--- src/rtl/stopwatch_if.sv ---
// Control and display bundle between the code-lock state machine and the
// stopwatch counting core.
interface stopwatch_if;
  logic        clear;
  logic        enable;
  logic        freeze;
  logic [23:0] disp;
  logic        tick;
  logic        wrap;

  modport master (output clear, enable, freeze, input disp, tick, wrap);
  modport slave  (input clear, enable, freeze, output disp, tick, wrap);
endinterface

--- src/rtl/stopwatch_counter.sv ---
// Prescaled 100 Hz timebase driving a six-digit BCD MM:SS.hh chain with a
// freezable display register and one-cycle tick/wrap pulses.
module stopwatch_counter #(
  parameter int CLK_DIV = 500000
) (
  input logic        clk,
  input logic        rst_n,
  stopwatch_if.slave bus
);
  localparam int            PW   = $clog2(CLK_DIV);
  localparam logic [PW-1:0] PMAX = PW'(CLK_DIV - 1);

  logic [PW-1:0]    pcnt_reg, pcnt_next;
  logic [5:0][3:0]  dig, dig_next;
  logic [5:0]       at_max;
  logic [5:0]       carry;
  logic [23:0]      disp_reg, disp_next;
  logic             tick_reg, tick_next;
  logic             wrap_reg, wrap_next;
  logic             inc;

  // Digit order in dig matches disp: [5]=min_t ... [0]=hun.
  assign inc = bus.enable & ~bus.clear & (pcnt_reg == PMAX);

  generate
    for (genvar gi = 0; gi < 6; gi++) begin : g_digit
      localparam logic [3:0] DMAX = (gi == 3 || gi == 5) ? 4'd5 : 4'd9;

      assign at_max[gi] = (dig[gi] == DMAX);

      // Each digit sees the increment only when every lower digit is at max.
      if (gi == 0) begin : g_lsd
        assign carry[gi] = inc;
      end else begin : g_upper
        assign carry[gi] = inc & (&at_max[gi-1:0]);
      end

      assign dig_next[gi] = bus.clear  ? 4'd0 :
                            !carry[gi] ? dig[gi] :
                            at_max[gi] ? 4'd0 : dig[gi] + 4'd1;
    end
  endgenerate

  always_comb begin
    pcnt_next = pcnt_reg;
    if (bus.clear) begin
      pcnt_next = '0;
    end else if (bus.enable) begin
      pcnt_next = (pcnt_reg == PMAX) ? '0 : pcnt_reg + PW'(1);
    end
  end

  always_comb begin
    disp_next = disp_reg;
    if (bus.clear) begin
      disp_next = '0;
    end else if (!bus.freeze) begin
      disp_next = dig;
    end
  end

  assign tick_next = inc;
  assign wrap_next = inc & (&at_max);

  always_ff @(posedge clk or negedge rst_n) begin
    if (!rst_n) begin
      pcnt_reg <= '0;
      dig      <= '0;
      disp_reg <= '0;
      tick_reg <= 1'b0;
      wrap_reg <= 1'b0;
    end else begin
      pcnt_reg <= pcnt_next;
      dig      <= dig_next;
      disp_reg <= disp_next;
      tick_reg <= tick_next;
      wrap_reg <= wrap_next;
    end
  end

  assign bus.disp = disp_reg;
  assign bus.tick = tick_reg;
  assign bus.wrap = wrap_reg;
endmodule

--- src/flat_wrapper.sv ---
// flat-port wrapper written by rule: the top's interface ports become plain ports
module stopwatch_counter_flat 
#(
  parameter int CLK_DIV = 500000
)
  (clk, rst_n, bus_clear, bus_enable, bus_freeze, bus_disp, bus_tick, bus_wrap);
  stopwatch_if bus_i ();
  input logic clk;
  input logic rst_n;
  input wire logic [$bits(bus_i.clear)-1:0] bus_clear;
  input wire logic [$bits(bus_i.enable)-1:0] bus_enable;
  input wire logic [$bits(bus_i.freeze)-1:0] bus_freeze;
  output wire logic [$bits(bus_i.disp)-1:0] bus_disp;
  output wire logic [$bits(bus_i.tick)-1:0] bus_tick;
  output wire logic [$bits(bus_i.wrap)-1:0] bus_wrap;
  assign bus_i.clear = bus_clear;
  assign bus_i.enable = bus_enable;
  assign bus_i.freeze = bus_freeze;
  assign bus_disp = bus_i.disp;
  assign bus_tick = bus_i.tick;
  assign bus_wrap = bus_i.wrap;
  stopwatch_counter #(.CLK_DIV(CLK_DIV)) u_core (.clk(clk), .rst_n(rst_n), .bus(bus_i));
endmodule
--- config.mk ---
export PLATFORM = sky130hd
export DESIGN_NAME = stopwatch_counter_flat
export DESIGN_NICKNAME = d
export VERILOG_FILES = /design/src/rtl/stopwatch_if.sv /design/src/rtl/stopwatch_counter.sv /design/src/flat_wrapper.sv
export SDC_FILE = /design/constraint.sdc
export NUM_CORES = 1
export LEC_CHECK = 0
export BUFFER_PORTS_ARGS = -buffer_cell sky130_fd_sc_hd__buf_2
export CAP_MARGIN = 10
export CELL_PAD_IN_SITES_DETAIL_PLACEMENT = 0
export CELL_PAD_IN_SITES_GLOBAL_PLACEMENT = 1
export CORE_ASPECT_RATIO = 1.1
export CORE_MARGIN = 2
export CORE_UTILIZATION = 40
export DETAILED_ROUTE_END_ITERATION = 10
export GPL_TIMING_DRIVEN = 0
export PLACE_DENSITY_LB_ADDON = 0.25
export SETUP_SLACK_MARGIN = 0.4
export SYNTH_ARGS = -nofsm -noshare
export SYNTH_HDL_FRONTEND = slang
export SYNTH_SLANG_ARGS = --single-unit
--- constraint.sdc ---
create_clock -name clk -period 3.6 [get_ports clk]
set_input_delay 0 -clock clk [delete_from_list [all_inputs] [get_ports clk]]
set_output_delay 0 -clock clk [all_outputs]
set_load 0.005 [all_outputs]
==> Word-level counts from Yosys, hierarchy flattened <==
Index checks and enable logic that the tools add are counted.
{ "totals": {"ff_bits": 69, "input_bits": 5, "out_inout_bits": 26, "word_cells": 69} }
{ "classes": {"n_addsub": 7, "n_eq_ne": 8, "muxes": 23, "bitwise_logic": 9, "reduce_logical": 12} }
{ "op_table": {"columns": ["op", "count"], "rows": [
  ["2-to-1 mux 4 bit", 18],
  ["2-to-1 mux 19 bit", 3],
  ["2-to-1 mux 24 bit", 2],
  ["adder 4 x 1 -> 4 bit, second input constant", 6],
  ["adder 19 x 1 -> 19 bit, second input constant", 1],
  ["== test 19 bit, second input constant", 1],
  ["== test 4 bit, second input constant", 4],
  ["nonzero test 2 bit", 7],
  ["bitwise AND 1 bit", 8],
  ["== test 4 x 3 -> 1 bit, second input constant", 2],
  ["AND reduction 6 bit", 1],
  ["AND reduction 5 bit", 1],
  ["AND reduction 4 bit", 1],
  ["AND reduction 3 bit", 1],
  ["inequality test 2 bit, second input constant", 1],
  ["AND reduction 2 bit", 1],
  ["NOT 1 bit", 1]
]} }

==> Longest topological paths before layout <==
Gate-level depths: netlist of the first run.
{ "depth": {"word_depth": 6, "depth_mapped": 8, "mapped_depth_nobuf": 7} }

==> Worst setup path before layout of the first run <==
OpenSTA, ideal clock, no wires.
{ "synth_path": {"path_kind": "register to register", "start": "reg u_core.pcnt_reg[0]", "end": "reg u_core.dig[18] (netlist name)", "setup_ns": 0.125, "arrival_time_ns": 2.217, "required_ns": 3.475, "slack_ns": 1.258, "path_stages_with_launch": 8, "n_path_buf": 1, "period_less_slack_ns": 2.342, "path_cell_list": "dfrtp_1 > ha_1 > or4bb_2 > nor4_1 > and3_1 > buf_2 > nand4_1 > mux2_2"} }
{ "synth_between": {"elab_chain_cells": 4} }
{ "synth_rtl": {"columns": ["element", "line", "rtl"], "rows": [
  ["from (decl)", "stopwatch_counter.sv:13", "logic [PW-1:0] pcnt_reg, pcnt_next;"],
  ["from (signal assigned)", "stopwatch_counter.sv:73", "pcnt_reg <= pcnt_next;"],
  ["== test 19 bit", "stopwatch_counter.sv:23", "assign inc = bus.enable & ~bus.clear & (pcnt_reg == PMAX);"],
  ["bitwise AND 1 bit", "stopwatch_counter.sv:23", null],
  ["bitwise AND 1 bit", "stopwatch_counter.sv:35", "assign carry[gi] = inc & (&at_max[gi-1:0]);"],
  ["nonzero test 2 bit (no source line)", null, null],
  ["to (signal assigned)", "stopwatch_counter.sv:74", "dig <= dig_next;"],
  ["to (decl)", "stopwatch_counter.sv:14", "logic [5:0][3:0] dig, dig_next;"]
]} }
No other way between the ends.
A chain may end at the register's enable or synchronous reset.

==> Worst setup path after layout of the first run <==
{ "layout_path": {"start": "reg u_core.pcnt_reg[0]", "end": "reg u_core.pcnt_reg[3]"} }
{ "layout_between": {"elab_chain_cells": 4, "elab_cells_between_ends": 5, "cone_classes": "add/sub: 1; eq/ne: 1; mux: 3"} }
{ "layout_rtl": {"columns": ["element", "line", "rtl"], "rows": [
  ["adder 19 x 1 -> 19 bit or == test 19 bit (tied branches)", "stopwatch_counter.sv:49", "pcnt_next = (pcnt_reg == PMAX) ? '0 : pcnt_reg + PW'(1);"],
  ["2-to-1 mux 19 bit (*)", "stopwatch_counter.sv:49", null],
  ["2-to-1 mux 19 bit (*)", "stopwatch_counter.sv:48", "end else if (bus.enable) begin"],
  ["2-to-1 mux 19 bit (*)", "stopwatch_counter.sv:46", "if (bus.clear) begin"]
]} }
Mark *: on every way between the ends. The rest lies on a longest branch, timed or not. The select of a mux whose other input is x is not followed.

==> impl_summary.txt, run 1 <==
----------------------------------------------------
[STA]
  Share of the clock period used by the worst path after layout ... 81.3%
  Final period demand of the worst path ... 2.93 ns
  Final-report setup violation count ... 0
  Setup repair after global routing missed its margin ... no
  Final count of hold timing violations ... 0
  Highest achievable clock rate ... 342 MHz
  Setup total negative slack ... 0 ns
  Max Transition Viols Final ... 0
  Measured slew at the worst slew-check pin ... 0.884 ns
  Rel. slew slack ... 41.0%
  Setup Skew ... 0.0132 ns

[Global route]
  Total gr overflow ... 0
  Overall global routing resource usage ... 17.2%
  GR Util met1 ... 22.9%
  Number of global-route vias before repair ... 2778
  Met3 Track Usage GR ... 3.41%
  Pin count of the biggest net entering global routing ... 70
  Most used routing layer ... met2
  Fraction of met2 tracks used by global routing ... 27.2%
  Antenna violations before repair ... 0
  First-pass GRT wire length ... 13500 µm

[Worst hold path]
  Worst hold path class ... primary input to flop
  Depth of the worst hold-timing path ... 3

[Detailed routing]
  Number of vias per cell ... 5.37
  Count of vias placed by the detailed router ... 2921
  Number of detailed-routing iterations run before antenna repair ... 4
  Detailed Route Iter0 Violations ... 145
  Aggregate routed wire length ... 8000 µm
  DRC ... 0
  Wire per inst ... 14.7 µm
  Residual antenna-violating net count after detailed routing ... 0

[Critical path]
  Category of the worst setup path capture point ... flop
  Max Fanout on Critical Path ... 10
  Critical path class ... flop to flop
  Depth of the worst register-to-register path ... 7
  Launching element type of the critical path ... flop
  CP Data Required Time ... 3.84 ns
  Data arrival time of the critical path ... 3.16 ns

[Placed design]
  Detailed Place HPWL ... 5550 µm
  Routability congestion estimate from global placement ... 0.784
  Area after detailed placement ... 3940 µm²
  Port bufs ... 29

[Logic synthesis]
  Share of the synthesized area in compound gates (AO/OA/AOI/OAI) ... 8.96%
  Synth Area in XOR/XNOR ... 0.240%
  Post-Synthesis Mean Instance Area ... 9.49 µm²
  Fraction of synthesis flops using an asynchronous set or reset pin ... 100%
  Total of flip-flops plus latches after synthesis ... 69
  Number of enable-type register cells in the synthesized netlist ... 0
  Share of synthesized area spent on multiplexers ... 8.65%
  Area share of and/or/nand/nor cells after synthesis ... 26.8%
  Adder-Cell Fraction of Synth Area ... 4.46%
  Number of unique standard cell types used by synthesis ... 50
  Register area share after synthesis ... 47.4%
  Synth Cell Area ... 3650 µm²
  Warnings from Yosys ... 0
  Dominant register cell in the synthesized netlist ... sky130_fd_sc_hd__dfrtp_1
  Net count after synthesis ... 402
  Synthesized netlist cell count ... 384
  Largest family of logic cells by synthesized area ... simple AND/OR/NAND/NOR gates

[Clocking]
  Quantity of gates resized following cts ... 0
  TritonCTS clock tree ... done
  # Post-CTS Setup Buffers ... 0
  Maximum clock path buffer count ... 2
  Clk slew on worst S/H paths ... 0.07 ns
  CTS hold repair buffers ... 1
  CTS H-tree depth ... 3
  Clock latency reported for the late side of the worst-skew pair ... 0.35 ns
  Number of clock sinks seen by CTS ... 69
  Clock buffer count from CTS ... 9
  Root buffer cell ... sky130_fd_sc_hd__clkbuf_8

[Status]
  Run status ... complete, no violations

[Floorplan]
  Area enclosed by the die boundary ... 9900 µm²
  Floorplan die height ... 104 µm
  Floorplan Core Area ... 8870 µm²
  Number of core rows ... 36
  Starting utilization of the core area ... 41.1%
  Die outline width ... 95.0 µm
  Number of placed I/O pins ... 31

[Final layout]
  Final std cell area, no fill ... 4160 µm²
  Antenna diode count ... 0
  Area overhead of the layout relative to synthesis ... 14.1%
  Net count, final ... 443
  Layout cells sized above 1 ... 14.2%

[Job]
  Max-cap violation count ... 0

[Power]
  Leakage power ... 1.91 nW
  Areal power density over the cells ... 372 nW/µm²
  Worst supply voltage drop on vdd ... 0.000181 V

----------------------------------------------------
[layout make-up]
class / count / area (µm²)
well taps: 114 / 143
plain buffers: 15 / 82.6
repair buffers: 30 / 158
flip-flops and latches: 69 / 1730
fillers: 862 / 4710
clock buffers: 10 / 128
multi-input cells: 288 / 1790
clock inverters: 6 / 87.6
inverters: 12 / 45.0
[path summary, 6_finish.rpt]
path                               startpoint                   to  slack [ns]
setup / recovery           u_core.pcnt_reg[0]   u_core.pcnt_reg[3]        0.67
hold / removal                      bus_clear       u_core.dig[18]        0.09
setup reg to reg           u_core.pcnt_reg[0]   u_core.pcnt_reg[3]        0.67
hold reg to reg            u_core.bus.disp[5]   u_core.bus.disp[5]        0.52
max in group asynchronous               rst_n       u_core.dig[18]        2.71
min in group asynchronous               rst_n  u_core.bus.disp[10]        0.31
[cells by family (layout without fill, tap and decap cells)]
family | after synthesis | count (layout)
AO/OA/AOI/OAI | 54 | 54
XOR/XNOR | 1 | 1
adder cells (fa/ha/maj) | 13 | 13
buffers and inverters | 27 | 73
flip-flops | 69 | 69
multiplexers | 31 | 31
AND/OR/NAND/NOR | 189 | 189
[report_power, final]
| group | total [W] | leakage (nW) | switching (W) | internal [W] |
|---|---|---|---|---|
| Clock | 0.000694 | 0.110 | 0.000303 | 0.000390 |
| Combinational | 0.0000731 | 0.835 | 0.0000521 | 0.0000210 |
| Sequential | 0.000782 | 0.962 | 0.00000423 | 0.000778 |
| Total | 0.00155 | 1.91 | 0.000360 | 0.00119 |
[critical path: stages (launching register included)]
cell                       delay (ns)
sky130_fd_sc_hd__dfrtp_1         0.41
sky130_fd_sc_hd__ha_1            0.24
sky130_fd_sc_hd__or4bb_2         0.62
sky130_fd_sc_hd__nor4_1          0.52
sky130_fd_sc_hd__a21oi_1         0.37
sky130_fd_sc_hd__clkbuf_1        0.35
sky130_fd_sc_hd__a31oi_1         0.25
sky130_fd_sc_hd__nand2_1         0.06
[cell usage in the layout (no fill, tap or decap), types with 3 or more instances in the layout]
cell                       count
sky130_fd_sc_hd__a21o_1        6
sky130_fd_sc_hd__a21oi_1      19
sky130_fd_sc_hd__a31oi_1       5
sky130_fd_sc_hd__and3_1        3
sky130_fd_sc_hd__buf_2        30
sky130_fd_sc_hd__clkbuf_1     11
sky130_fd_sc_hd__clkbuf_8     10
sky130_fd_sc_hd__dfrtp_1      69
sky130_fd_sc_hd__ha_1         13
sky130_fd_sc_hd__inv_1        12
sky130_fd_sc_hd__mux2_2        4
sky130_fd_sc_hd__mux2i_1      27
sky130_fd_sc_hd__nand2_1      42
sky130_fd_sc_hd__nand2b_1      3
sky130_fd_sc_hd__nand3_1      24
sky130_fd_sc_hd__nand3b_1      3
sky130_fd_sc_hd__nand4_1      11
sky130_fd_sc_hd__nor2_1       44
sky130_fd_sc_hd__nor2b_1       5
sky130_fd_sc_hd__nor3_1       15
sky130_fd_sc_hd__nor4_1        3
sky130_fd_sc_hd__o21ai_0      13
sky130_fd_sc_hd__or3_1        15
sky130_fd_sc_hd__or4_1         5
[metrics by stage]
stage | power (W) | util (%) | worst slack (ns) | hold slack [ns] | cells
floorplan | 0.000837 | - | 1.26 | -0.296 | 384
global placement | 0.000871 | 44.3 | 0.802 | 0.393 | 527
detailed placement | 0.000872 | 44.4 | 0.791 | 0.185 | 527
CTS | 0.00157 | 46.9 | 0.773 | 0.0773 | 544
global route | 0.00161 | 46.9 | 0.527 | 0.106 | 544
finish | 0.00155 | 46.9 | 0.673 | 0.0882 | 544
[Yosys cell counts (all sizes together), types with 4 or more instances]
| cell type | n | share of area [%] |
|---|---|---|
| nor4 | 4 | 1.1 |
| a21oi | 19 | 2.6 |
| or3 | 16 | 2.8 |
| inv | 12 | 1.2 |
| mux2 | 4 | 1.2 |
| or4 | 5 | 1.0 |
| nor2 | 44 | 4.5 |
| a21o | 6 | 1.2 |
| mux2i | 27 | 7.4 |
| nand2 | 42 | 4.3 |
| o21ai | 13 | 1.8 |
| clkbuf | 11 | 1.4 |
| ha | 13 | 4.5 |
| a31oi | 5 | 0.86 |
| nand4 | 11 | 1.9 |
| nor2b | 5 | 0.86 |
| dfrtp | 69 | 47 |
| nor3 | 15 | 2.1 |
| nand3 | 24 | 3.3 |
[per-layer routing]
metal | routed length [µm] | share of wire [%]
met3 | 267 | 3.3
met1 | 3750 | 47
met4 | 180 | 2.3
met5 | 0 | 0
met2 | 3790 | 47
Power figures use the tool's default switching activity.
==> run 2, diff against run 1 <==
ABC_AREA = 1   (was not set)
clock period = 2.5 ns   (was 3.6 ns; I/O delays follow)
==> impl_summary.txt, run 2 <==
----------------------------------------------------
[Global route]
  Total gr overflow ... 0
  Most used routing layer ... met2
  Pin count of the biggest net entering global routing ... 46
  First-pass GRT wire length ... 16400 µm
  Antenna violations before repair ... 0
  Met3 Track Usage GR ... 4.09%
  Fraction of met2 tracks used by global routing ... 33.0%
  Overall global routing resource usage ... 19.3%
  GR Util met1 ... 24.8%
  Number of global-route vias before repair ... 3420

[Critical path]
  Worst R2R Start ... u_core.dig[1]
  Category of the worst setup path capture point ... flop
  Data arrival time of the critical path ... 2.13 ns
  Cells along the critical path ... inv_1, ha_1, nand3_1, nor2_2, nand2_2, nor2_2, nand3_1, nand3_1, nand2_1
  Launch point of the worst path ... u_core.dig[1]
  Critical Path Max Stage Delay ... 0.41 ns
  Depth of the worst register-to-register path ... 9
  Top delay family on crit path ... simple AND/OR/NAND/NOR gates
  Critical path class ... flop to flop
  CP Data Required Time ... 2.74 ns
  Launching element type of the critical path ... flop
  Highest-delay cell along the critical path ... sky130_fd_sc_hd__dfrtp_1
  Reg-to-reg endpoint ... u_core.dig[17]
  Max Fanout on Critical Path ... 5
  Count of buffering cells on the critical path with inverters included ... 1
  Most frequent CP cell ... sky130_fd_sc_hd__nand3_1
  R2R Setup Slk ... 0.61 ns

[Logic synthesis]
  Share of synthesized area spent on multiplexers ... 1.16%
  Share of the synthesized area in compound gates (AO/OA/AOI/OAI) ... 7.38%
  Synth Area in XOR/XNOR ... 2.71%
  Adder-Cell Fraction of Synth Area ... 4.19%
  Synthesized netlist cell count ... 495
  Area share of and/or/nand/nor cells after synthesis ... 33.4%
  Total of flip-flops plus latches after synthesis ... 69
  Top-area cell type share of the netlist area ... 44.5%
  Number of unique standard cell types used by synthesis ... 32
  Dominant register cell in the synthesized netlist ... sky130_fd_sc_hd__dfrtp_1
  Largest family of logic cells by synthesized area ... simple AND/OR/NAND/NOR gates
  Most used standard cell by instance count after synthesis ... sky130_fd_sc_hd__nand2_1
  Area leader, netlist ... sky130_fd_sc_hd__dfrtp_1
  Net count after synthesis ... 513
  List of most frequent post-synthesis cells ... sky130_fd_sc_hd__nand2_1 (99), sky130_fd_sc_hd__nand3_1 (81), sky130_fd_sc_hd__dfrtp_1 (69), sky130_fd_sc_hd__nor2_1 (63), sky130_fd_sc_hd__inv_1 (50)
  Post-Synthesis Mean Instance Area ... 7.84 µm²
  Register area share after synthesis ... 44.5%
  Fraction of synthesis flops using an asynchronous set or reset pin ... 100%
  Synth Cell Area ... 3880 µm²
  Warnings from Yosys ... 0
  Leading cell types by total area after synthesis ... sky130_fd_sc_hd__dfrtp_1 (44%), sky130_fd_sc_hd__nand3_1 (10%), sky130_fd_sc_hd__nand2_1 (9.6%), sky130_fd_sc_hd__nor2_1 (6.1%), sky130_fd_sc_hd__inv_1 (4.8%)
  Number of enable-type register cells in the synthesized netlist ... 0

[Clocking]
  CTS H-tree depth ... 3
  Clock latency reported for the late side of the worst-skew pair ... 0.35 ns
  Number of clock sinks seen by CTS ... 69
  Clock buffer count from CTS ... 9
  TritonCTS clock tree ... done
  Maximum clock path buffer count ... 2
  # Post-CTS Setup Buffers ... 0
  Clk slew on worst S/H paths ... 0.08 ns
  Root buffer cell ... sky130_fd_sc_hd__clkbuf_8

[Placed design]
  Routability congestion estimate from global placement ... 0.809
  Area after detailed placement ... 4200 µm²
  Port bufs ... 29
  Detailed Place HPWL ... 6940 µm

[STA]
  Share of the clock period used by the worst path after layout ... 75.8%
  Setup repair after global routing missed its margin ... no
  Final-report setup violation count ... 0
  Tightest hold margin ... 0.0768 ns
  Measured slew at the worst slew-check pin ... 0.559 ns
  Setup total negative slack ... 0 ns
  Rel. slew slack ... 62.7%
  Max Transition Viols Final ... 0
  Final count of hold timing violations ... 0
  Setup Skew ... 0.0108 ns
  Final period demand of the worst path ... 1.89 ns
  Highest achievable clock rate ... 528 MHz

[Floorplan]
  Starting utilization of the core area ... 41.3%
  Floorplan die height ... 107 µm
  Area enclosed by the die boundary ... 10500 µm²
  Number of placed I/O pins ... 31
  Die outline width ... 97.9 µm
  Number of core rows ... 37
  Floorplan Core Area ... 9400 µm²

[Detailed routing]
  Count of vias placed by the detailed router ... 3452
  Number of detailed-routing iterations run before antenna repair ... 4
  DRC ... 0
  Wire per inst ... 14.4 µm
  Number of vias per cell ... 5.24
  Residual antenna-violating net count after detailed routing ... 0
  Aggregate routed wire length ... 9520 µm
  Detailed Route Iter0 Violations ... 120

[Status]
  Run status ... complete, no violations

[Worst hold path]
  Depth of the worst hold-timing path ... 4
  Endpoint of the worst hold path ... u_core.bus.tick
  Worst hold path class ... primary input to flop
  Start point of the worst min-delay path ... bus_clear

[Final layout]
  Number of fill cells ... 962
  Antenna diode count ... 0
  Most common library cell in the layout ignoring fill and taps ... sky130_fd_sc_hd__nand2_1
  Final Core Density ... 46.8%
  Layout cells sized above 1 ... 12.4%
  Area overhead of the layout relative to synthesis ... 13.3%
  Final std cell area, no fill ... 4400 µm²
  Highest-count cells in the layout ignoring fill and taps ... sky130_fd_sc_hd__nand2_1 (99), sky130_fd_sc_hd__nand3_1 (81), sky130_fd_sc_hd__dfrtp_1 (69)
  Net count, final ... 555

[Power]
  Areal power density over the cells ... 498 nW/µm²
  Leakage power ... 2.18 nW
  Worst supply voltage drop on vdd ... 0.000198 V

[Job]
  Max-cap violation count ... 0

----------------------------------------------------
run 2: cell families (layout without fill, tap and decap cells):
kind of cell	after synthesis	in the layout
AO/OA/AOI/OAI	49	49
AND/OR/NAND/NOR	282	282
XOR/XNOR	12	12
buffers and inverters	66	113
multiplexers	4	4
flip-flops	69	69
adder cells (fa/ha/maj)	13	13
run 2: cell type report:
type / count / area [µm²] / area share, %
Multi-Input combinational cell: 360 / 1900 / 43.1
Inverter: 50 / 188 / 4.27
Buffer: 16 / 72.6 / 1.65
Tap cell: 117 / 146 / 3.33
Sequential cell: 69 / 1730 / 39.2
Clock buffer: 12 / 135 / 3.07
Clock inverter: 4 / 48.8 / 1.11
Timing Repair Buffer: 31 / 185 / 4.21
run 2: repair_timing:
item	CTS	global route
endpoints found under the hold margin	69	0
gates resized for setup	0	1
hold buffers	1	0
setup endpoints to repair	0	2
run 2: per-stage QoR:
step	setup WS (ns)	cells	power (W)
after floorplan	0.993	495	0.00124
after global placement	0.595	641	0.00130
after detailed placement	0.588	642	0.00131
after CTS	0.566	659	0.00222
after global routing	0.424	659	0.00229
final	0.606	659	0.00219
run 2: worst register-to-register path, stage by stage, from the launching register on:
cell and delay (ns):
sky130_fd_sc_hd__dfrtp_1 0.41, sky130_fd_sc_hd__inv_1 0.13, sky130_fd_sc_hd__ha_1 0.18, sky130_fd_sc_hd__nand3_1 0.17, sky130_fd_sc_hd__nor2_2 0.20, sky130_fd_sc_hd__nand2_2 0.10
sky130_fd_sc_hd__nor2_2 0.22, sky130_fd_sc_hd__nand3_1 0.21, sky130_fd_sc_hd__nand3_1 0.11, sky130_fd_sc_hd__nand2_1 0.05
run 2: how the worst max path moves through the flow:
stage	end	slack, ns	cells past startpoint
floorplan	u_core.dig[17]	0.99	9
CTS	u_core.dig[20]	0.57	8
global route	u_core.dig[20]	0.42	8
detailed placement	u_core.dig[20]	0.59	8
finish	u_core.dig[17]	0.61	9
global placement	u_core.dig[20]	0.60	8
run 2: report_power, final:
group	internal (W)	switching, W	total [W]
logic	0.0000378	0.000101	0.000139
clock network	0.000461	0.000444	0.000906
registers	0.00113	0.0000163	0.00114
total	0.00163	0.000562	0.00219
run 2: layer usage:
metal | routed length (µm) | vias up
li1 | - | 1725
met1 | 4400 | 1669
met2 | 4750 | 49
met3 | 253 | 9
met4 | 106 | 0
met5 | 0 | -
==> run 3, diff against run 2 <==
clock period = 1.97 ns   (was 2.5 ns; I/O delays follow)
==> impl_summary.txt, run 3 (synthesis gave the netlist of run 2 again) <==
----------------------------------------------------
[Critical path]
  Most frequent CP cell ... sky130_fd_sc_hd__nand2_4
  Depth of the worst register-to-register path ... 9
  Cells along the critical path ... ha_4, nand2_4, nor2_8, buf_6, nand4_4, nand2_4, clkbuf_16, nand3_1, nand2_1
  R2R Setup Slk ... 0.37 ns
  Reg-to-reg endpoint ... u_core.dig[10]
  Data arrival time of the critical path ... 1.89 ns
  Critical path class ... flop to flop
  Count of buffering cells on the critical path with inverters included ... 2
  CP Data Required Time ... 2.27 ns
  Launching element type of the critical path ... flop
  Highest-delay cell along the critical path ... sky130_fd_sc_hd__dfrtp_1
  Max Fanout on Critical Path ... 6
  Top delay family on crit path ... simple AND/OR/NAND/NOR gates
  Worst R2R Start ... u_core.pcnt_reg[0]
  Critical Path Max Stage Delay ... 0.40 ns
  Category of the worst setup path capture point ... flop

[Placed design]
  Dpl ws ... 0.0579 ns
  Port bufs ... 29
  Routability congestion estimate from global placement ... 0.809
  Area after detailed placement ... 4200 µm²
  Detailed Place HPWL ... 6940 µm
  Number of placed instances with taps included ... 642

[Floorplan]
  Die outline width ... 97.9 µm
  Number of placed I/O pins ... 31
  Area enclosed by the die boundary ... 10500 µm²
  Starting utilization of the core area ... 41.3%
  Floorplan die height ... 107 µm
  Number of core rows ... 37
  Floorplan Core Area ... 9400 µm²

[STA]
  Final period demand of the worst path ... 1.60 ns
  Setup Skew ... 0.0119 ns
  Share of the clock period used by the worst path after layout ... 81.0%
  Least setup slack across all paths after layout ... 0.374 ns
  Final count of hold timing violations ... 0
  Highest achievable clock rate ... 627 MHz
  Final-report setup violation count ... 0
  Measured slew at the worst slew-check pin ... 0.593 ns
  Setup repair after global routing missed its margin ... yes
  Setup total negative slack ... 0 ns
  Max Transition Viols Final ... 0
  Rel. slew slack ... 60.0%

[Detailed routing]
  Count of vias placed by the detailed router ... 3717
  DRC ... 0
  Number of vias per cell ... 5.30
  Number of detailed-routing iterations run before antenna repair ... 4
  Wire per inst ... 15.0 µm
  Residual antenna-violating net count after detailed routing ... 0
  Aggregate routed wire length ... 10500 µm
  Detailed Route Iter0 Violations ... 103

[Power]
  Sum of internal, switching and leakage power ... 0.00285 W
  Leakage power ... 2.45 nW
  Areal power density over the cells ... 557 nW/µm²
  Worst supply voltage drop on vdd ... 0.000251 V

[Final layout]
  Net count, final ... 597
  Final std cell area, no fill ... 5130 µm²
  Area overhead of the layout relative to synthesis ... 32.1%
  Most common library cell in the layout ignoring fill and taps ... sky130_fd_sc_hd__nand2_1
  Highest-count cells in the layout ignoring fill and taps ... sky130_fd_sc_hd__nand2_1 (89), sky130_fd_sc_hd__nand3_1 (65), sky130_fd_sc_hd__dfrtp_1 (55)
  Final Instance Count excl. Fillers ... 701
  Layout cells sized above 1 ... 31.8%
  Antenna diode count ... 0

[Job]
  Max-cap violation count ... 0

[Global route]
  Total gr overflow ... 0
  Antenna violations before repair ... 0
  Overall global routing resource usage ... 20.1%
  Number of global-route vias before repair ... 3525
  First-pass GRT wire length ... 17000 µm
  Pin count of the biggest net entering global routing ... 46

[Clocking]
  Number of clock sinks seen by CTS ... 69
  Clock latency reported for the late side of the worst-skew pair ... 0.35 ns
  Maximum clock path buffer count ... 2
  Root buffer cell ... sky130_fd_sc_hd__clkbuf_8
  Clock buffer count from CTS ... 9
  Clk slew on worst S/H paths ... 0.08 ns
  TritonCTS clock tree ... done
  CTS H-tree depth ... 3

[Worst hold path]
  Worst hold path class ... primary input to async pin

[Status]
  Run status ... complete, no violations

----------------------------------------------------
## run 3: cell types whose count changed in the layout (fill, tap and decap cells not counted), sizes merged
cell	previous run	this run
buf	41	82
clkbuf	17	18
## run 3: area by class of cell
class,count,area (µm²)
Multi-Input combinational cell,360,2230
Buffer,16,78.8
Fill cell,912,4270
Sequential cell,69,1740
Timing Repair Buffer,73,549
Clock buffer,12,135
Tap cell,117,146
Clock inverter,4,48.8
Inverter,50,190
## run 3: worst max path at each step
stage / from / to / slack, ns / cells past startpoint
after floorplan: u_core.dig[1] / u_core.dig[17] / 0.46 / 9
after global placement: u_core.dig[9] / u_core.dig[20] / 0.07 / 8
after detailed placement: u_core.dig[1] / u_core.dig[20] / 0.06 / 8
after CTS: u_core.pcnt_reg[1] / u_core.dig[17] / 0.38 / 9
after global routing: u_core.pcnt_reg[0] / u_core.dig[11] / 0.29 / 8
final: u_core.pcnt_reg[0] / u_core.dig[10] / 0.37 / 9
## run 3: metal layers
| metal | track usage [%] | vias up | share of wire, % |
|---|---|---|---|
| met5 | 0 | - | 0 |
| met4 | 6.15 | 0 | 1.5 |
| met3 | 4.22 | 15 | 2.7 |
| met2 | 34.8 | 66 | 52 |
| met1 | 25.2 | 1813 | 44 |
| li1 | - | 1823 | - |
## run 3: metrics by stage
stage	hold WS (ns)	util, %
CTS	0.107	50.1
global placement	0.393	44.4
global route	0.134	54.5
finish	0.105	54.5
detailed placement	-0.0602	44.7
floorplan	-0.296	-
## run 3: where the power goes
group / internal, W / switching [W] / total [W] / leakage [nW]
Combinational: 0.0000857 / 0.000153 / 0.000239 / 1.42
Clock: 0.000586 / 0.000576 / 0.00116 / 0.0943
Sequential: 0.00143 / 0.0000204 / 0.00145 / 0.936
## run 3: timing repair
item	in CTS	in global routing
pin swaps	12	36
buffers inserted	18	22
cloned	1	1
resized for setup	45	71
hold buffers	1	0
endpoints found under the setup margin	44	44
endpoints found under the hold margin	69	0
